<file path="src/rtl/motion_vector_select_pkg.sv">
// Shared constants and FSM encoding for the motion-vector selector and its SAE stage.
package motion_vector_select_pkg;

  localparam int MVS_SEARCH_RANGE = 8;
  localparam int SAE_WIDTH        = 16;
  localparam int MV_W             = 8;

  typedef enum logic [1:0] {
    ST_IDLE   = 2'd0,
    ST_SEARCH = 2'd1,
    ST_DONE   = 2'd2
  } mvs_state_e;

endpackage

</file>
<file path="src/rtl/motion_vector_select_mv_raster_counter.sv">
// Raster x/y candidate counter over -R..+R with a last-candidate flag.
module mv_raster_counter
  import motion_vector_select_pkg::*;
#(
  parameter int RANGE = MVS_SEARCH_RANGE
) (
  input  logic                   clk,
  input  logic                   rst,
  input  logic                   load_i,
  input  logic                   adv_i,
  output logic signed [MV_W-1:0] x_o,
  output logic signed [MV_W-1:0] y_o,
  output logic                   last_o
);

  localparam logic signed [MV_W-1:0] NEG_R = MV_W'(-RANGE);
  localparam logic signed [MV_W-1:0] POS_R = MV_W'(RANGE);

  logic signed [MV_W-1:0] x_q, x_d;
  logic signed [MV_W-1:0] y_q, y_d;

  always_comb begin
    x_d = x_q;
    y_d = y_q;
    if (load_i) begin
      x_d = NEG_R;
      y_d = NEG_R;
    end else if (adv_i) begin
      if (x_q == POS_R) begin
        x_d = NEG_R;
        y_d = (y_q == POS_R) ? NEG_R : y_q + 8'sd1;
      end else begin
        x_d = x_q + 8'sd1;
      end
    end
  end

  always_ff @(posedge clk) begin
    if (rst) begin
      x_q <= '0;
      y_q <= '0;
    end else begin
      x_q <= x_d;
      y_q <= y_d;
    end
  end

  assign x_o    = x_q;
  assign y_o    = y_q;
  assign last_o = (x_q == POS_R) && (y_q == POS_R);

endmodule

</file>
<file path="src/rtl/motion_vector_select.sv">
// Full-search minimum-SAE picker: walks the candidate window in raster order and
// reports the offset of the first candidate holding the lowest SAE.
//
//   state     | meaning
//   ST_IDLE   | waiting for i_start; results held
//   ST_SEARCH | accepting one SAE per valid beat
//   ST_DONE   | one-cycle o_done pulse, then back to idle
module motion_vector_select
  import motion_vector_select_pkg::*;
#(
  parameter int SEARCH_RANGE = MVS_SEARCH_RANGE,
  parameter int SAE_W        = SAE_WIDTH
) (
  input  logic                   clk,
  input  logic                   rst,
  input  logic                   i_start,
  input  logic                   i_sae_valid,
  input  logic [SAE_W-1:0]       i_sae_result,
  output logic                   o_busy,
  output logic signed [MV_W-1:0] o_cand_x,
  output logic signed [MV_W-1:0] o_cand_y,
  output logic                   o_done,
  output logic [SAE_W-1:0]       o_best_sae,
  output logic signed [MV_W-1:0] o_mv_x,
  output logic signed [MV_W-1:0] o_mv_y
);

  localparam logic signed [MV_W-1:0] NEG_R = MV_W'(-SEARCH_RANGE);

  mvs_state_e             state_q, state_d;
  logic [SAE_W-1:0]       best_q, best_d;
  logic signed [MV_W-1:0] mv_x_q, mv_x_d;
  logic signed [MV_W-1:0] mv_y_q, mv_y_d;
  logic                   done_q, done_d;
  logic                   busy_q, busy_d;

  logic                   cnt_load;
  logic                   accept;
  logic                   cand_last;
  logic signed [MV_W-1:0] cand_x;
  logic signed [MV_W-1:0] cand_y;

  assign cnt_load = (state_q == ST_IDLE) && i_start;
  assign accept   = (state_q == ST_SEARCH) && i_sae_valid;

  mv_raster_counter #(
    .RANGE(SEARCH_RANGE)
  ) u_cnt (
    .clk   (clk),
    .rst   (rst),
    .load_i(cnt_load),
    .adv_i (accept),
    .x_o   (cand_x),
    .y_o   (cand_y),
    .last_o(cand_last)
  );

  always_comb begin
    state_d = state_q;
    best_d  = best_q;
    mv_x_d  = mv_x_q;
    mv_y_d  = mv_y_q;
    done_d  = 1'b0;
    busy_d  = busy_q;
    case (state_q)
      ST_IDLE: begin
        if (i_start) begin
          state_d = ST_SEARCH;
          best_d  = '1;
          mv_x_d  = NEG_R;
          mv_y_d  = NEG_R;
          busy_d  = 1'b1;
        end
      end
      ST_SEARCH: begin
        if (i_sae_valid) begin
          // strict compare keeps the earliest candidate on ties
          if (i_sae_result < best_q) begin
            best_d = i_sae_result;
            mv_x_d = cand_x;
            mv_y_d = cand_y;
          end
          if (cand_last) begin
            state_d = ST_DONE;
            done_d  = 1'b1;
            busy_d  = 1'b0;
          end
        end
      end
      ST_DONE: begin
        state_d = ST_IDLE;
      end
      default: begin
        state_d = ST_IDLE;
        busy_d  = 1'b0;
      end
    endcase
  end

  always_ff @(posedge clk) begin
    if (rst) begin
      state_q <= ST_IDLE;
      best_q  <= '0;
      mv_x_q  <= '0;
      mv_y_q  <= '0;
      done_q  <= 1'b0;
      busy_q  <= 1'b0;
    end else begin
      state_q <= state_d;
      best_q  <= best_d;
      mv_x_q  <= mv_x_d;
      mv_y_q  <= mv_y_d;
      done_q  <= done_d;
      busy_q  <= busy_d;
    end
  end

  assign o_busy     = busy_q;
  assign o_done     = done_q;
  assign o_best_sae = best_q;
  assign o_mv_x     = mv_x_q;
  assign o_mv_y     = mv_y_q;
  assign o_cand_x   = cand_x;
  assign o_cand_y   = cand_y;

endmodule

</file>
<file path="config.mk">
export PLATFORM = sky130hd
export DESIGN_NAME = motion_vector_select
export DESIGN_NICKNAME = d
export VERILOG_FILES = /design/src/rtl/motion_vector_select_pkg.sv /design/src/rtl/motion_vector_select_mv_raster_counter.sv /design/src/rtl/motion_vector_select.sv
export SDC_FILE = /design/constraint.sdc
export NUM_CORES = 1
export LEC_CHECK = 0
export CAP_MARGIN = 20
export CORE_ASPECT_RATIO = 1.25
export CORE_MARGIN = 2
export CORE_UTILIZATION = 48
export DETAILED_ROUTE_END_ITERATION = 16
export HOLD_SLACK_MARGIN = 0.06
export MAX_ROUTING_LAYER = met4
export PLACE_DENSITY_LB_ADDON = 0.08
export SYNTH_ARGS = -nofsm -noshare
export SYNTH_HDL_FRONTEND = slang
export SYNTH_SLANG_ARGS = --single-unit
</file>
<file path="constraint.sdc">
create_clock -name clk -period 3 [get_ports clk]
set_input_delay 0.6 -clock clk [delete_from_list [all_inputs] [get_ports clk]]
set_output_delay 0.6 -clock clk [all_outputs]
set_load 0.01 [all_outputs]
</file>
==> impl_results.md <==
* Vias in the first global route at 2048
* RSZ-0062 raised after global routing: no
* HP Class: reg2reg
* Max-slew headroom at 0.5412
* Fill cells at 434
* Maximum VDD drop at 0.2842 mV
* Critical path, cell by cell: clkdlybuf4s50_1, ha_1, a21oi_1, o21ai_0, a221oi_1, a31o_1, buf_12, o221a_1
* Vias at 2181
* Syn Std Cell Area at 2545 um2
* Achievable frequency at 0.3795 GHz
* Clock Latency Late Sink at 310 ps
* Synth Register Bits at 52
* CTS sink count at 52
* Initial core utilization at 0.5010
* Clock Power Share at 0.257
* RD Place Congestion at 0.8039
* Mean Syn Cell Area at 9.714 um2
* WL/cell at 14.93 um
* Worst-path fanout max at 20
* Part of the cycle the worst path needs at 0.8783
* IO Count at 70
* Gates resized, CTS repair at 0
* Row count at 29
* Initial antenna violation count at 0
* Sequential Power Share at 0.493
* Post-Layout Cell Count at 394
* P_int at 1.167 mW
* Synth-to-Final Area Change at 32.99%
* Final worst path period need at 2635 ps
* Worst-Margin Slew at 683.0 ps
* Buf/Inv on CP at 2
* CP Class: in2reg
* Endpoints failing hold at 0
* DRT antenna net count at 0
* DR vias/cell at 5.536
* Instance count of the mapped netlist at 262
* Final setup TNS at 0 ps
* Root buffer cell: clkbuf_8
* Initial DRC count at 88
* Arrival time worst endpoint at 2890 ps
* Commonest non-fill, non-tap cell in the layout: clkdlybuf4s50_1
* LEAKAGE at 1.280 nW
* Largest net degree at the start of global routing at 21
* Buffers on Ports at 69
* Post-CTS setup buffer count at 0
* Core area at 5080 um2
* Synth area leaders: dfxtp_1, o221a_1, ha_1
* Die span in x at 69.13 um
* Crit. End Element: flop
* CP top delay family: compound AO/OA/AOI/OAI gates
* Clk_skew at 5.276 ps
* Util after Layout at 0.6663
* Placed Instances at 386
* Sw Pwr at 0.4696 mW
* CP Launch Type: input pin
* Synth cell types at 42
* Synth area leader: dfxtp_1
* Fraction of layout cells with a size suffix above 1 at 0.06024
* Setup violators final at 0
* Hpwl dp at 4.378 mm
* Full die area at 5904 um2
* Total CTS buffers at 5
* Synth warn at 0
* CTS clk-pin slew, worst paths at 90 ps
* Syn nets at 301
* Sw frac at 0.2870
* Combinational power share at 0.250
* Share of Yosys cell area claimed by the top area cell type at 0.4090
* CP required at 3250 ps
* GRT overflow at 0
* CP max-delay cell: a221oi_1
* Min-Delay Path Depth at 2
* Gr usage total at 0.2066
* Drt drc at 0
* Most frequent cells in the layout: clkdlybuf4s50_1, dfxtp_1, nand2_1, o221a_1, inv_1
* Max_cap viols at 0
* Outcome: complete, no violations
* Post-CTS Hold Fix Bufs at 0
* Worst Reg-to-Reg Cells at 8
* Clock Path Buffers at 2
* Total Routed Length at 5.884 mm
* 1st-pass router iterations at 4
* Seq/Total Area, Yosys at 0.4090
* Worst stage delay on the critical path at 490 ps
* CTS HTree Levels at 2
* Diodes inserted at 0
* WP depth at 8
* Nets@finish at 370
* TritonCTS clock tree: yes
* Slew Viols, Final at 0
* Die height at 85.41 um
* First-pass GRT wire length at 9.715 mm
* Power per cell area at 483.5 nW/um2
state kept, by name (all words and copies together) (netlist names):
name        flops
u_cnt.y_o       8
o_mv_x          8
state_q         2
u_cnt.x_o       8
o_done          1
o_best_sae     16
o_mv_y          8
o_busy          1
worst register-to-register path, cell delays in order (launching register included):
cell      delay (ps)
dfxtp_1          370
inv_1             50
ha_1             290
a21oi_1          150
o21ai_0          120
a221oi_1         490
a31o_1           390
buf_12           200
o221a_1          190
final timing paths:
path	startpoint	end	slack (ps)
hold reg to reg	o_busy	o_busy	460
setup reg to reg	o_best_sae[7]	o_mv_y[4]	700
hold / removal	o_busy	o_busy	460
setup / recovery	i_sae_result[7]	o_mv_y[4]	370
synthesized netlist by cell type (all sizes together):
cell     number
nor2         12
o21a          2
nor4          1
and4bb        1
nor4b         4
mux2i         7
a31oi         2
clkbuf        5
o21ai         4
o31ai         1
nand3b        2
mux2          1
dfxtp        52
a31o          1
o221a        26
a21oi        17
a221oi        1
nand4         9
and2          1
a21boi        1
a2111oi       3
buf           8
o2111ai       1
xor2          7
nor3          5
xnor2         3
or3           2
nand2        26
ha           19
nand3         8
inv          23
nand2b        1
o22ai         2
and3          4
cells by family after synthesis:
kind of cell / count (synthesis) / share of synthesized area
buffers and inverters: 36 / 0.06391
XOR/XNOR: 10 / 0.03442
AO/OA/AOI/OAI: 61 / 0.2011
AND/OR/NAND/NOR: 76 / 0.1662
multiplexers: 8 / 0.03196
flip-flops: 52 / 0.4090
adder cells (fa/ha/maj): 19 / 0.09341
power groups by stage:
stage               logic (mW)  registers [mW]  clock network [mW]
detailed placement       0.413           0.822                   0
floorplan                0.198           0.838                   0
CTS                      0.415           0.807               0.421
global route             0.450           0.817               0.451
global placement         0.407           0.821                   0
finish                   0.409           0.807               0.420
final cells by class:
cell class              instances  area [um2]  share of cell area
multi-input cells             174        1341              0.3963
inverters                      23       86.33             0.02551
well taps                      62       77.57             0.02292
clock buffers                   8       90.09             0.02662
flip-flops and latches         52        1041              0.3076
repair buffers                 75       748.2              0.2211
through the flow:
step / setup WS (ps) / area (um2) / total power, mW / hold slack [ps]
floorplan: 716.5 / 2545 / 1.036 / 479.6
global placement: 96.35 / 3294 / 1.228 / 447.3
detailed placement: 14.41 / 3294 / 1.236 / 451.8
CTS: 338.2 / 3385 / 1.643 / 466.1
global route: 206.7 / 3385 / 1.717 / 486.8
finish: 365.2 / 3385 / 1.636 / 461.7
per-layer routing:
metal | up-vias | GRT usage | part of all wire
met5 | - | - | 0
met4 | 0 | 0.06595 | 0.012
met3 | 6 | 0.04157 | 0.042
met2 | 46 | 0.3418 | 0.49
met1 | 1029 | 0.2533 | 0.45
li1 | 1100 | - | -
Note: power is estimated with default switching activity, not from simulation.
